===== config.mk =====
export PLATFORM = sky130hd
export DESIGN_NAME = rst_clk_sequencer
export DESIGN_NICKNAME = d
export VERILOG_FILES = /design/src/rtl/rst_clk_seq_pkg.sv /design/src/rtl/rst_clk_sequencer_sync_bit.sv /design/src/rtl/rst_clk_sequencer.sv
export SDC_FILE = /design/constraint.sdc
export NUM_CORES = 1
export LEC_CHECK = 0
export ABC_AREA = 1
export CORE_ASPECT_RATIO = 1.4
export CORE_UTILIZATION = 40
export CTS_CLUSTER_SIZE = 25
export DETAILED_ROUTE_END_ITERATION = 8
export HOLD_SLACK_MARGIN = 0.08
export PLACE_DENSITY_LB_ADDON = 0.1
export REMOVE_ABC_BUFFERS = 1
export SLEW_MARGIN = 10
export SYNTH_ARGS = -nofsm -noshare
export SYNTH_HDL_FRONTEND = slang
export SYNTH_HIERARCHICAL = 1
export SYNTH_SLANG_ARGS = --single-unit

===== constraint.sdc =====
create_clock -name clk -period 0.8 [get_ports clk]
set_input_delay 0.08 -clock clk [delete_from_list [all_inputs] [get_ports clk]]
set_output_delay 0.08 -clock clk [all_outputs]
set_load 0.05 [all_outputs]

===== src/rtl/rst_clk_seq_pkg.sv =====
// Shared types and constants for the reset/clock-enable sequencer.
package rst_clk_seq_pkg;

   typedef enum logic [1:0] {
      WAIT_LOCK = 2'd0,
      DEBOUNCE  = 2'd1,
      RELEASE   = 2'd2,
      RUN       = 2'd3
   } seq_state_e;

   localparam logic [1:0] CAUSE_POR  = 2'b00;
   localparam logic [1:0] CAUSE_SW   = 2'b01;
   localparam logic [1:0] CAUSE_LOCK = 2'b10;

   // Counter must span both the debounce window and the full stagger window.
   function automatic int unsigned cnt_width(input int unsigned deb,
                                             input int unsigned n_ch,
                                             input int unsigned stagger);
      int unsigned span;
      span = (n_ch - 1) * stagger + 1;
      if (deb > span) span = deb;
      return (span <= 1) ? 32'd1 : 32'($clog2(span));
   endfunction

endpackage


===== src/rtl/rst_clk_sequencer_sync_bit.sv =====
// Multi-flop synchroniser with asynchronous active-low clear.
module sync_bit #(
   parameter int unsigned STAGES = 2
) (
   input  logic clk,
   input  logic rst_n,
   input  logic d,
   output logic q
);

   logic [STAGES-1:0] chain;

   always_ff @(posedge clk or negedge rst_n) begin
      if (!rst_n) chain <= '0;
      else        chain <= {chain[STAGES-2:0], d};
   end

   assign q = chain[STAGES-1];

endmodule


===== src/rtl/rst_clk_sequencer.sv =====
// Sequences NUM_CH reset domains off a debounced PLL lock, with staggered
// release, registered clock enables and a sticky reset-cause record.
module rst_clk_sequencer
   import rst_clk_seq_pkg::*;
#(
   parameter int unsigned NUM_CH          = 4,
   parameter int unsigned SYNC_STAGES     = 2,
   parameter int unsigned DEBOUNCE_CYCLES = 1024,
   parameter int unsigned STAGGER_CYCLES  = 8
) (
   input  logic              clk,
   input  logic              reset_button_n,
   input  logic              pll_locked,
   input  logic              sw_reset_req,
   input  logic [NUM_CH-1:0] ch_clk_en_req,
   output logic [NUM_CH-1:0] rst_n_out,
   output logic [NUM_CH-1:0] clk_en,
   output logic              sys_ready,
   output logic [1:0]        reset_cause
);

   localparam int unsigned      CNT_W    = cnt_width(DEBOUNCE_CYCLES, NUM_CH, STAGGER_CYCLES);
   localparam logic [CNT_W-1:0] CNT_MAX  = '1;
   localparam logic [CNT_W-1:0] DEB_LAST = CNT_W'(DEBOUNCE_CYCLES - 1);

   logic rst_sync_n;
   logic lock_s;

   seq_state_e        state, state_d;
   logic [CNT_W-1:0]  cnt, cnt_d, cnt_inc;
   logic [NUM_CH-1:0] rst_d, clk_en_d, stagger_hit;
   logic              ready_d;
   logic [1:0]        cause_d;

   // Button assertion clears everything at once; release waits out the chain.
   sync_bit #(.STAGES(SYNC_STAGES)) u_rst_sync (
      .clk   (clk),
      .rst_n (reset_button_n),
      .d     (1'b1),
      .q     (rst_sync_n)
   );

   sync_bit #(.STAGES(SYNC_STAGES)) u_lock_sync (
      .clk   (clk),
      .rst_n (reset_button_n),
      .d     (pll_locked),
      .q     (lock_s)
   );

   assign cnt_inc = (cnt == CNT_MAX) ? cnt : cnt + CNT_W'(1);

   // Channel g is due when the stagger counter reaches g*STAGGER_CYCLES.
   for (genvar g = 0; g < NUM_CH; g++) begin : g_hit
      assign stagger_hit[g] = (cnt_inc == CNT_W'(g * STAGGER_CYCLES));
   end

   always_comb begin
      state_d = state;
      cnt_d   = cnt;
      rst_d   = rst_n_out;
      ready_d = sys_ready;
      cause_d = reset_cause;

      unique case (state)
         WAIT_LOCK: begin
            rst_d   = '0;
            ready_d = 1'b0;
            cnt_d   = '0;
            if (lock_s) state_d = DEBOUNCE;
         end
         DEBOUNCE: begin
            if (!lock_s) begin
               state_d = WAIT_LOCK;
               cnt_d   = '0;
               cause_d = CAUSE_LOCK;
            end else if (cnt == DEB_LAST) begin
               state_d  = RELEASE;
               cnt_d    = '0;
               rst_d[0] = 1'b1;
            end else begin
               cnt_d = cnt_inc;
            end
         end
         RELEASE: begin
            if (!lock_s) begin
               state_d = WAIT_LOCK;
               cnt_d   = '0;
               rst_d   = '0;
               ready_d = 1'b0;
               cause_d = CAUSE_LOCK;
            end else begin
               cnt_d = cnt_inc;
               rst_d = rst_n_out | stagger_hit;
               if (rst_n_out[NUM_CH-1]) begin
                  state_d = RUN;
                  ready_d = 1'b1;
               end
            end
         end
         RUN: begin
            // Lock loss outranks a coincident software request.
            if (!lock_s) begin
               state_d = WAIT_LOCK;
               cnt_d   = '0;
               rst_d   = '0;
               ready_d = 1'b0;
               cause_d = CAUSE_LOCK;
            end else if (sw_reset_req) begin
               state_d = DEBOUNCE;
               cnt_d   = '0;
               rst_d   = '0;
               ready_d = 1'b0;
               cause_d = CAUSE_SW;
            end
         end
         default: state_d = WAIT_LOCK;
      endcase

      // Enable follows an already-released channel and drops with its reset.
      clk_en_d = rst_d & rst_n_out & ch_clk_en_req;
   end

   always_ff @(posedge clk or negedge rst_sync_n) begin
      if (!rst_sync_n) begin
         state       <= WAIT_LOCK;
         cnt         <= '0;
         rst_n_out   <= '0;
         clk_en      <= '0;
         sys_ready   <= 1'b0;
         reset_cause <= CAUSE_POR;
      end else begin
         state       <= state_d;
         cnt         <= cnt_d;
         rst_n_out   <= rst_d;
         clk_en      <= clk_en_d;
         sys_ready   <= ready_d;
         reset_cause <= cause_d;
      end
   end

endmodule


=== After elaboration in Yosys (flattened, before gate mapping) ===
Index checks and enable logic that the tools add are counted.

* Add/subtract/negate cells: 1
* Equality and inequality tests: 12
* Mux-type cells: 30
* Bitwise gates (word level): 3
* Reductions and logical operators: 8

{| class="wikitable"
|+ Operators by type and width
! kind !! number
|-
| 10-bit 2-to-1 mux || 6
|-
| 10-bit one-hot mux with 4 select lines || 1
|-
| 10-bit by 5-bit equality test with 1-bit output (second input constant) || 2
|-
| 2-bit 2-to-1 mux || 9
|-
| 4-bit 2-to-1 mux || 3
|-
| 10-bit by 1-bit adder with 10-bit output (second input constant) || 1
|-
| 10-bit equality test (second input constant) || 1
|-
| 10-bit by 4-bit equality test with 1-bit output (second input constant) || 1
|-
| 10-bit zero test || 1
|-
| 3-bit inequality test (second input constant) || 3
|-
| 3-bit one-hot mux with 3 select lines || 1
|-
| 4-bit AND || 2
|-
| 2-bit one-hot mux with 4 select lines || 1
|-
| 1-bit 2-to-1 mux || 6
|-
| 3-bit AND reduction || 2
|-
| 2-bit equality test (second input constant) || 2
|-
| 4-bit OR || 1
|-
| 1-bit one-hot mux with 4 select lines || 1
|-
| 2-bit one-hot mux with 2 select lines || 1
|-
| 4-bit AND reduction || 1
|-
| 1-bit one-hot mux with 3 select lines || 1
|-
| 3-bit nonzero test || 1
|-
| 2-bit by 1-bit equality test with 1-bit output (second input constant) || 1
|-
| 2-bit zero test || 1
|-
| 4 further kinds || 4
|}

* Register bits: 27
* Input port bits: 8
* Output and inout port bits: 11
* Logic and storage cells: 62

=== Depth between registers and ports, before layout ===
* Word-level depth: 8
* Depth in mapped cells: 14
* Gate-level depth less buffers: 13

=== By module ===
Netlist, hierarchy kept.

{| class="wikitable"
|+ Modules (own cells, without submodules)
! module !! times used !! cells each !! area an instance (sq um) !! sequential area each (sq um)
|-
| rst_clk_sequencer || 1 || 194 || 1547.7 || 575.6
|-
| sync_bit || 2 || 2 || 50.0 || 50.0
|}

=== Least setup slack after synthesis ===
No wires, ideal clock.

* Kind: reg-to-reg
* Start point: register cnt[1]
* End point: register clk_en[0]
* Setup time: 0.069 ns
* Data arrival time: 1.913 ns
* Required time: 0.731 ns
* Setup slack: -1.182 ns
* Cell stages (with the launch flop): 15
* Path buffers: 1
* Clock period less this slack: 1.982 ns
* Cell sequence: dfrtp_1 ha_1 nand2_4 inv_2 nand4_4 buf_6 ha_1 nand3_2 nor2_1 nand3_1 nand2_1 nand2_1 nand2_1 nand2_2 nor2_2

* Longest elaborated chain between the ends: 8
* Elaborated cells between the ends (all ways): 11
* Classes of those cells: add/sub (1); eq/ne (1); mux (5); bitwise (3); reduce/logical (1)

{| class="wikitable"
|+ RTL lines
! item !! RTL line !! source
|-
| from (decl) || rst_clk_sequencer.sv:30 || <nowiki>logic [CNT_W-1:0] cnt, cnt_d, cnt_inc;</nowiki>
|-
| from (signal assigned) || rst_clk_sequencer.sv:133 || <nowiki>cnt <= cnt_d;</nowiki>
|-
| 10-bit by 1-bit adder with 10-bit output / 10-bit equality test (equally long branches) || rst_clk_sequencer.sv:50, rst_clk_sequencer.sv:76 ||
|-
| 10-bit 2-to-1 mux || rst_clk_sequencer.sv:50 || <nowiki>assign cnt_inc = (cnt == CNT_MAX) ? cnt : cnt + CNT_W'(1);</nowiki>
|-
| 10-bit zero test || rst_clk_sequencer.sv:54 || <nowiki>assign stagger_hit[g] = (cnt_inc == CNT_W'(g * STAGGER_CYCLES));</nowiki>
|-
| 4-bit OR || rst_clk_sequencer.sv:93 || <nowiki>rst_d = rst_n_out | stagger_hit;</nowiki>
|-
| 4-bit 2-to-1 mux || rst_clk_sequencer.sv:85 || <nowiki>if (!lock_s) begin</nowiki>
|-
| 1-bit one-hot mux with 4 select lines (*) || rst_clk_sequencer.sv:64 || <nowiki>unique case (state)</nowiki>
|-
| 4-bit AND (*) (2 in a row) || rst_clk_sequencer.sv:120 || <nowiki>clk_en_d = rst_d & rst_n_out & ch_clk_en_req;</nowiki>
|-
| via clk_en_d[0] || rst_clk_sequencer.sv:31 || <nowiki>logic [NUM_CH-1:0] rst_d, clk_en_d, stagger_hit;</nowiki>
|-
| to (signal assigned) || rst_clk_sequencer.sv:135 || <nowiki>clk_en <= clk_en_d;</nowiki>
|-
| to (decl) || rst_clk_sequencer.sv:17 || <nowiki>output logic [NUM_CH-1:0] clk_en,</nowiki>
|}

The timed path passes the listed nets; every way through them passes the cells marked *.
A chain may end at the register's enable or synchronous reset.

=== Worst setup path in the final report ===
Same ends and word-level chain as after synthesis.

==> results.md <==
* Multi-input logic area at 1070 um2
* Syn_area_per_cell at 8.32 um2
* Required time worst endpoint at 1030 ps
* IO Port Bufs at 18
* Gr usage total at 22.9%
* DRT iter0 DRCs at 55
* Worst-skew pair later-pin latency at 280 ps
* RSZ-0062 raised after global routing: true
* FFs w/ async S/R, synth at 100%
* Maximum VDD drop at 2.31 mV
* TritonCTS Buffers at 3
* Cell area power density at 2090 nW/um2
* Post-Synthesis Cells at 198
* Most common cell on crit path: nand2_1
* Slew Viols, Final at 0
* Worst min path class: reg2async
* Fmax at 555 MHz
* Initial Util at 41.7%
* Dpl cells at 307
* Setup TNS at -19380 ps
* Area of the die at 4380 um2
* Die height at 77.9 um
* Mapped Area at 1650 um2
* Worst Skew at 5.69 ps
* Ant diodes at 0
* Critical Path Sink Type: flip-flop
* Yosys cell types at 33
* Commonest non-fill, non-tap cell in the layout: buf_4
* Slowest CP cell: dfrtp_1
* Antenna violations before repair at 0
* Crit path cell chain: ha_4, nand2_4, inv_2, nand4_4, ha_4, nand3_2, nor2_2, nand3_1, nand2_1, nand2_1, nand2_1, nand2_2, nor2_2
* Via count at 1663
* Failing checks: negative setup slack
* Max Cap Violations at 0
* Worst Path Max Fanout at 3
* CTS tree: done
* Period utilization at 225%
* DR pass1 iterations at 4
* CP max stage delay at 400 ps
* Post-synth EDFFs at 0
* I/O pins at 19
* Drt drc at 0
* #FFs+latches synth at 27
* Sequential Area at 677 um2
* Nets@finish at 301
* # fillers at 284
* Worst Path Arrival at 2030 ps
* Area leader, netlist: dfrtp_1
* WL final at 4790 um
* Final ANT Viol Nets at 0
* Post-synthesis sequential area ratio at 41.0%
* DP Wirelength at 3450 um
* Vias in the first global route at 1719
* Setup crit start kind: flip-flop
* Vias per cell at 5.07
* Tmin final at 1800 ps
* # clock sinks at 27
* Largest net degree at the start of global routing at 16
* Hold slack final at 207 ps
* WS Path Type: reg2reg
* Site Rows at 27
* Leakage at 0.00137 uW
* Clock Tree Root: clkbuf_8
* Top-area cell type share of the netlist area at 41.0%
* Post-route cell area at 2810 um2
* Post-route insts no fill at 328
* Synth warn at 6
* # H-tree levels at 1
* Count of final setup violators at 34
* Fin. Hold Viols at 0
* Clock Pin Slew Worst Setup and Hold Paths at 100 ps
* Commonest non-fill, non-tap cells in the layout: buf_4 (53), nand2_1 (26), dfrtp_1 (26)
* RePlAce Congestion at 0.932
* WL/cell at 14.6 um
* Core Box Area at 3950 um2
* Share of cells above drive strength 1 at 52.3%
* Status: finished, violations left
* Area grow syn2layout at 70.5%
* Die width at 56.2 um
* First-pass GRT wire length at 7820 um
* Gr ovfl total at 0
* Synth top area cells: dfrtp_1 (41%), nand2_1 (8.4%), inv_1 (6.6%), ha_1 (5.3%), nand3_1 (4.6%)
* Primary FF master, synth: dfrtp_1
* Setup WS post-layout at -1000 ps
* Area post-placement at 2350 um2
* CTS max path bufs at 2
[layer usage]
layer	part of all wire, %	global-route usage, %	up-vias
li1	-	-	823
met1	38	26.1	796
met2	57	41.3	31
met3	2.5	3.00	13
met4	2.8	11.2	0
met5	0	0	-
[final cells by class]
type	instances	area share (%)
sequential	27	24.1
multi-input combinational	139	38.2
tap	43	1.91
inverter	31	4.41
clock inverter	1	0.178
clock buffer	3	1.47
timing repair buffer	84	29.8
[Yosys cell counts (2+ instances only)]
cell and number:
a21oi_2 2, nor2_1 16, o21ai_1 2, o22ai_1 2
inv_1 29, nand3_2 4, o21ai_0 15, nor2_2 7
nor3_1 2, nand3_1 15, nand4_4 2, nand2_2 4
a32o_1 2, dfrtp_1 27, inv_2 2, nand2_1 37
ha_1 7, a21oi_1 8
[where the power goes]
group / total, uW / leakage [uW] / internal [uW] / switching, uW
Sequential: 1650 / 0.000358 / 1490 / 156
Clock: 806 / 0.0000255 / 351 / 455
Combinational: 3410 / 0.000991 / 1630 / 1780
[state kept, by name, indices dropped and copies added, names as in the netlist]
signal	flops
u_lock_sync/chain	2
sys_ready	1
state	2
u_rst_sync/chain	2
clk_en	4
reset_cause	2
rst_n_out	4
cnt	10
[worst paths after layout]
| path | slack, ps | cells past startpoint | endpoint | startpoint |
|---|---|---|---|---|
| min | 210 | 1 | clk_en[0] | u_rst_sync/chain[1] |
| min in group clk | 240 | 1 | u_lock_sync/chain[0] | pll_locked |
| min reg2reg | 210 | 1 | clk_en[0] | u_rst_sync/chain[1] |
| max reg2reg | -1000 | 13 | clk_en[0] | cnt[1] |
| max in group asynchronous | 110 | 2 | u_lock_sync/chain[1] | reset_button_n |
| max | -1000 | 13 | clk_en[0] | cnt[1] |
[through the flow]
stage | util, % | setup slack [ps] | power, uW
2_1_floorplan | - | -1190 | 2780
3_3_place_gp | 59.4 | -954 | 3760
3_5_place_dp | 59.4 | -999 | 3820
4_1_cts | 66.0 | -976 | 5310
5_1_grt | 71.1 | -1130 | 6240
6_report | 71.1 | -1000 | 5860
[critical path: cells and delay by family (launching register included)]
kind,cells,cell delay [ps]
adders and majority gates,2,470
buffers and inverters,1,80
DFF,1,400
and+or+nand+nor,10,790
[cells by family (layout without fill, tap and decap cells)]
group                    count (synthesis)  in the layout  synth area share, %
AND/OR/NAND/NOR                         93             93                 30.6
AO/OA/AOI/OAI                           35             35                 12.4
flip-flops                              27             27                 41.0
adder cells (fa/ha/maj)                  7              7                 5.31
buffers and inverters                   32            119                 7.74
XOR/XNOR                                 3              3                 2.73
other                                    1              1                0.228
[timing repair]
action                                  in CTS  in global routing
hold buffers                                 1                  0
pin swaps                                    8                 20
gates cloned                                 0                  0
resized for setup                           41                 46
endpoints found under the setup margin      34                 34
endpoints found under the hold margin        4                  0
setup buffers                               11                  8
(Power assumes the default switching activity.)
